`src/rtl/coremacfilter_sync_pkg.sv`:
```
`default_nettype none
// ============================================================================
// Module  : coremacfilter_sync_pkg
// Brief   : Shared constants and width helper for the synchronizer/filter family.
// Revision: 1.0 - initial release
// ============================================================================
package coremacfilter_sync_pkg;

    localparam int c_SYNC_STG_DEFAULT = 2;
    localparam int c_FILT_CNT_DEFAULT = 4;

    // Counter width able to hold 0..v-1, never narrower than one bit.
    function automatic int clog2_min1(input int v);
        return (v <= 1) ? 1 : $clog2(v);
    endfunction

endpackage
`default_nettype wire

```
`src/rtl/coremacfilter_sync_filt_ch.sv`:
```
`default_nettype none
// ============================================================================
// Module  : coremacfilter_sync_filt_ch
// Brief   : One channel: sync chain, stability counter, filtered level, edge pulses.
//           COREMACFILTER_SYNC_META_EN (simulation only) randomises first-stage capture.
// Revision: 1.0 - initial release
// ============================================================================
module coremacfilter_sync_filt_ch
    import coremacfilter_sync_pkg::*;
#(
    parameter int   SYNC_STG = c_SYNC_STG_DEFAULT,
    parameter int   FILT_CNT = c_FILT_CNT_DEFAULT,
    parameter logic RST_VAL  = 1'b0
) (
    input  logic i_clk,
    input  logic i_rst_n,
    input  logic i_din,
    output logic o_dout,
    output logic o_rise,
    output logic o_fall,
    output logic o_upd
);

    localparam int              CW         = clog2_min1(FILT_CNT);
    localparam logic [CW-1:0]   c_CNT_TERM = CW'(FILT_CNT - 1);

    logic [SYNC_STG-1:0] r_sync;
    logic [CW-1:0]       r_cnt;
    logic                r_dout;
    logic                r_rise;
    logic                r_fall;

    logic w_ss;
    logic w_diff;
    logic w_term;
    logic w_upd;

    assign w_ss   = r_sync[SYNC_STG-1];
    assign w_diff = w_ss ^ r_dout;
    assign w_term = (r_cnt == c_CNT_TERM);
    assign w_upd  = w_diff & w_term;

    always_ff @(posedge i_clk) begin
        if (!i_rst_n) begin
            r_sync <= {SYNC_STG{RST_VAL}};
            r_cnt  <= '0;
            r_dout <= RST_VAL;
            r_rise <= 1'b0;
            r_fall <= 1'b0;
        end else begin
`ifdef COREMACFILTER_SYNC_META_EN
            // A changing input may keep the old value for one extra cycle.
            r_sync[0] <= i_din ^ ((i_din ^ r_sync[0]) & 1'($random));
`else
            r_sync[0] <= i_din;
`endif
            r_sync[SYNC_STG-1:1] <= r_sync[SYNC_STG-2:0];

            // Any return to the current level, or terminal count, restarts the count.
            if (!w_diff || w_term) begin
                r_cnt <= '0;
            end else begin
                r_cnt <= r_cnt + 1'b1;
            end

            if (w_upd) begin
                r_dout <= w_ss;
            end
            r_rise <= w_upd & w_ss;
            r_fall <= w_upd & ~w_ss;
        end
    end

    assign o_dout = r_dout;
    assign o_rise = r_rise;
    assign o_fall = r_fall;
    assign o_upd  = w_upd;

endmodule
`default_nettype wire

```
`src/rtl/coremacfilter_sync_filt.sv`:
```
`default_nettype none
// ============================================================================
// Module  : coremacfilter_sync_filt
// Brief   : Multi-channel synchronizer with glitch filter and rise/fall/change pulses.
//           COREMACFILTER_SYNC_META_EN (simulation only) enables metastability modelling.
// Revision: 1.0 - initial release
// ============================================================================
module coremacfilter_sync_filt
    import coremacfilter_sync_pkg::*;
#(
    parameter int             NCH      = 1,
    parameter int             SYNC_STG = c_SYNC_STG_DEFAULT,
    parameter int             FILT_CNT = c_FILT_CNT_DEFAULT,
    parameter logic [NCH-1:0] RST_VAL  = '0
) (
    input  logic           dclk_i,
    input  logic           drst_ni,
    input  logic [NCH-1:0] din_i,
    output logic [NCH-1:0] dout_o,
    output logic [NCH-1:0] rise_o,
    output logic [NCH-1:0] fall_o,
    output logic           chg_o
);

    logic [NCH-1:0] w_upd;
    logic           r_chg;

    for (genvar c = 0; c < NCH; c++) begin : g_ch
        coremacfilter_sync_filt_ch #(
            .SYNC_STG (SYNC_STG),
            .FILT_CNT (FILT_CNT),
            .RST_VAL  (RST_VAL[c])
        ) u_ch (
            .i_clk   (dclk_i),
            .i_rst_n (drst_ni),
            .i_din   (din_i[c]),
            .o_dout  (dout_o[c]),
            .o_rise  (rise_o[c]),
            .o_fall  (fall_o[c]),
            .o_upd   (w_upd[c])
        );
    end

    // Registered from the same update strobes so it lines up with the pulses.
    always_ff @(posedge dclk_i) begin
        if (!drst_ni) begin
            r_chg <= 1'b0;
        end else begin
            r_chg <= |w_upd;
        end
    end

    assign chg_o = r_chg;

endmodule
`default_nettype wire

```
`config.mk`:
```
export PLATFORM = sky130hd
export DESIGN_NAME = coremacfilter_sync_filt
export DESIGN_NICKNAME = d
export VERILOG_FILES = /design/src/rtl/coremacfilter_sync_pkg.sv /design/src/rtl/coremacfilter_sync_filt_ch.sv /design/src/rtl/coremacfilter_sync_filt.sv
export SDC_FILE = /design/constraint.sdc
export NUM_CORES = 1
export LEC_CHECK = 0
export ABC_CLOCK_PERIOD_IN_PS = 1600
export CAP_MARGIN = 10
export CORE_AREA = 2 2 39 41
export DETAILED_ROUTE_END_ITERATION = 7
export DIE_AREA = 0 0 41 43
export HOLD_SLACK_MARGIN = 0.1
export PLACE_DENSITY = 0.51
export REMOVE_ABC_BUFFERS = 1
export SLEW_MARGIN = 10
export SYNTH_ARGS = -nofsm -noshare
export SYNTH_HDL_FRONTEND = slang
export SYNTH_SLANG_ARGS = --single-unit
```
`constraint.sdc`:
```
create_clock -name dclk_i -period 1.6 [get_ports dclk_i]
set_clock_uncertainty 0.1 [all_clocks]
set_input_delay 0.32 -clock dclk_i [delete_from_list [all_inputs] [get_ports dclk_i]]
set_output_delay 0.32 -clock dclk_i [all_outputs]
set_load 0.01 [all_outputs]
```
==> results.sh <==
export IMPL_antenna_found_initial=0
export IMPL_final_area_sq_um=358
export IMPL_antenna_cells=0
export IMPL_syn_to_final_growth_pct=39.5
export IMPL_setup_violations=0
export IMPL_yosysSeqAreaShare_pct=62.4
export IMPL_drive_gt1_share_pct=13.3
export IMPL_insertion_delay_ps=240
export IMPL_path_max_fanout=1
export IMPL_holdCritPathClass="reg2reg"
export IMPL_io_buffers=6
export IMPL_cp_slowest_stage_delay_ps=520
export IMPL_ys_ff_latch=8
export IMPL_maxCapViolations=0
export IMPL_leakage_nw=0.130
export IMPL_dieHeight_microns=43
export IMPL_coreArea_sq_um=1380
export IMPL_fin_crit_ps=1490
export IMPL_cp_num_buf_inv=1
export IMPL_dieArea_sq_um=1760
export IMPL_synth_area_per_cell_sq_um=12.2
export IMPL_initial_core_util_pct=18.5
export IMPL_worstMarginPinSlew_ps=303
export IMPL_final_cell_mix="dfxtp_1 (8), clkdlybuf4s50_1 (5), clkbuf_4 (3)"
export IMPL_yosysWarnings=0
export IMPL_cts_buffers=3
export IMPL_vias=178
export IMPL_clock_sinks=8
export IMPL_power_density_nw_per_um2=1020
export IMPL_cts_buffer_depth=2
export IMPL_grt_pass1_vias=170
export IMPL_postRouteAntennaNets=0
export IMPL_period_share_pct=93.3
export IMPL_cp_arrival_ps=1070
export IMPL_grt_pass1_wl_microns=662
export IMPL_cp_slowest_cell="clkdlybuf4s50_1"
export IMPL_synth_cell_area_sq_um=256
export IMPL_drt_initial_drc_count=0
export IMPL_overflow=0
export IMPL_clkSlewWorstSetupHoldPaths_ps=50
export IMPL_routedWlPerCell_microns=9.02
export IMPL_fmax_mhz=670
export IMPL_final_common_cell="dfxtp_1"
export IMPL_root_buffer="clkbuf_4"
export IMPL_htreeDepth=1
export IMPL_grt_max_degree=7
export IMPL_row_count=14
export IMPL_required_ps=1180
export IMPL_hold_viol_final=0
export IMPL_maxSlewViolCount=0
export IMPL_cp_top_family="buffers and inverters"
export IMPL_crit_type="reg2out"
export IMPL_post_place_ws_ps=180
export IMPL_place_area_sq_um=337
export IMPL_synthCells=21
export IMPL_drc_errors=0
export IMPL_slew_headroom_pct=79.7
export IMPL_path_cells="clkdlybuf4s50_1"
export IMPL_start_kind="flop"
export IMPL_end_kind="output port"
export IMPL_grt_usage_pct=6.16
export IMPL_ios=7
export IMPL_dr_pass1_iters=1
export IMPL_grt_setup_unrepaired="no"
export IMPL_nFillCells=143
export IMPL_status="finished, final reports clean"
export IMPL_gp_congestion=0.525
export IMPL_cts_tree="yes"
export IMPL_totalWireLength_microns=415
export IMPL_post_cts_buffers=0
export IMPL_synth_distinct_cells=11
export IMPL_vdd_ir_drop_max_v=0.000316
export IMPL_vias_per_cell=3.87
export IMPL_setup_slack_ps=107
export IMPL_fin_nets=36
export IMPL_fin_setup_tns_ps=0
export IMPL_die_width_microns=41
==> cell usage after synthesis <==
library cell | instances | area (sq um)
nor4b_2 | 1 | 15.0
nor3b_1 | 2 | 15.0
nor2b_1 | 1 | 6.26
dfxtp_1 | 8 | 160
and2_1 | 2 | 12.5
ha_1 | 1 | 12.5
nand2_1 | 2 | 7.51
nor2_1 | 1 | 3.75
xnor2_1 | 1 | 8.76
nor3_1 | 1 | 5.00
mux2i_1 | 1 | 10.0
==> through the flow <==
| stage | std cells | hold WS [ps] | utilization (%) | total power [W] |
|---|---|---|---|---|
| after floorplan | 21 | 312 | - | 0.000213 |
| after global placement | 43 | 319 | 24.3 | 0.000220 |
| after detailed placement | 43 | 318 | 24.3 | 0.000221 |
| final | 46 | 332 | 25.9 | 0.000364 |
| after global routing | 46 | 366 | 25.9 | 0.000384 |
| after CTS | 46 | 331 | 25.9 | 0.000370 |
==> power by group <==
group          switching, W  internal (W)  leakage [nW]
logic            0.00000378    0.00000786        0.0516
clock network     0.0000628     0.0000855        0.0138
registers        0.00000193      0.000203        0.0649
==> path summary, 6_finish.rpt <==
path / startpoint / end / slack (ps) / cells past startpoint
worst max-delay path: chg_o$_SDFF_PN0_ / chg_o / 110 / 1
worst min-delay path: g_ch[0].u_ch.r_sync[0]$_SDFF_PN0_ / g_ch[0].u_ch.r_sync[1]$_SDFF_PN0_ / 330 / 1
worst max register to register: g_ch[0].u_ch.r_cnt[0]$_SDFF_PP0_ / g_ch[0].u_ch.o_fall$_SDFF_PN0_ / 460 / 3
worst min register to register: g_ch[0].u_ch.r_sync[0]$_SDFF_PN0_ / g_ch[0].u_ch.r_sync[1]$_SDFF_PN0_ / 330 / 1
==> flip-flops by register name, summed over array words and instances, names as in the netlist <==
name / cells
g_ch.u_ch.o_rise: 1
g_ch.u_ch.o_fall: 1
g_ch.u_ch.r_cnt: 2
chg_o: 1
g_ch.u_ch.r_sync: 2
g_ch.u_ch.o_dout: 1
==> area by class of cell <==
| type | count | area (sq um) | area share [%] |
|---|---|---|---|
| flip-flops and latches | 8 | 160 | 44.8 |
| multi-input cells | 13 | 96.3 | 26.9 |
| clock buffers | 3 | 22.5 | 6.29 |
| repair buffers | 6 | 58.8 | 16.4 |
| well taps | 16 | 20.0 | 5.59 |
==> what timing repair did <==
action,in CTS,in global routing
endpoints found under the setup margin,1,0
gates resized for setup,1,0
endpoints found under the hold margin,0,0
hold buffers,0,0
==> cells by family after synthesis <==
group / share of synthesized area (%)
mux: 3.90
xor+xnor: 3.42
simple gates: 25.4
flops: 62.4
fa+ha+maj: 4.88
==> layer usage <==
metal	up-vias	share of wire, %	GRT usage, %
li1	92	-	-
met1	79	38	5.88
met2	7	51	8.75
met3	0	10	3.14
met4	0	0	6.00
met5	-	0	0
(Power assumes the default switching activity.)
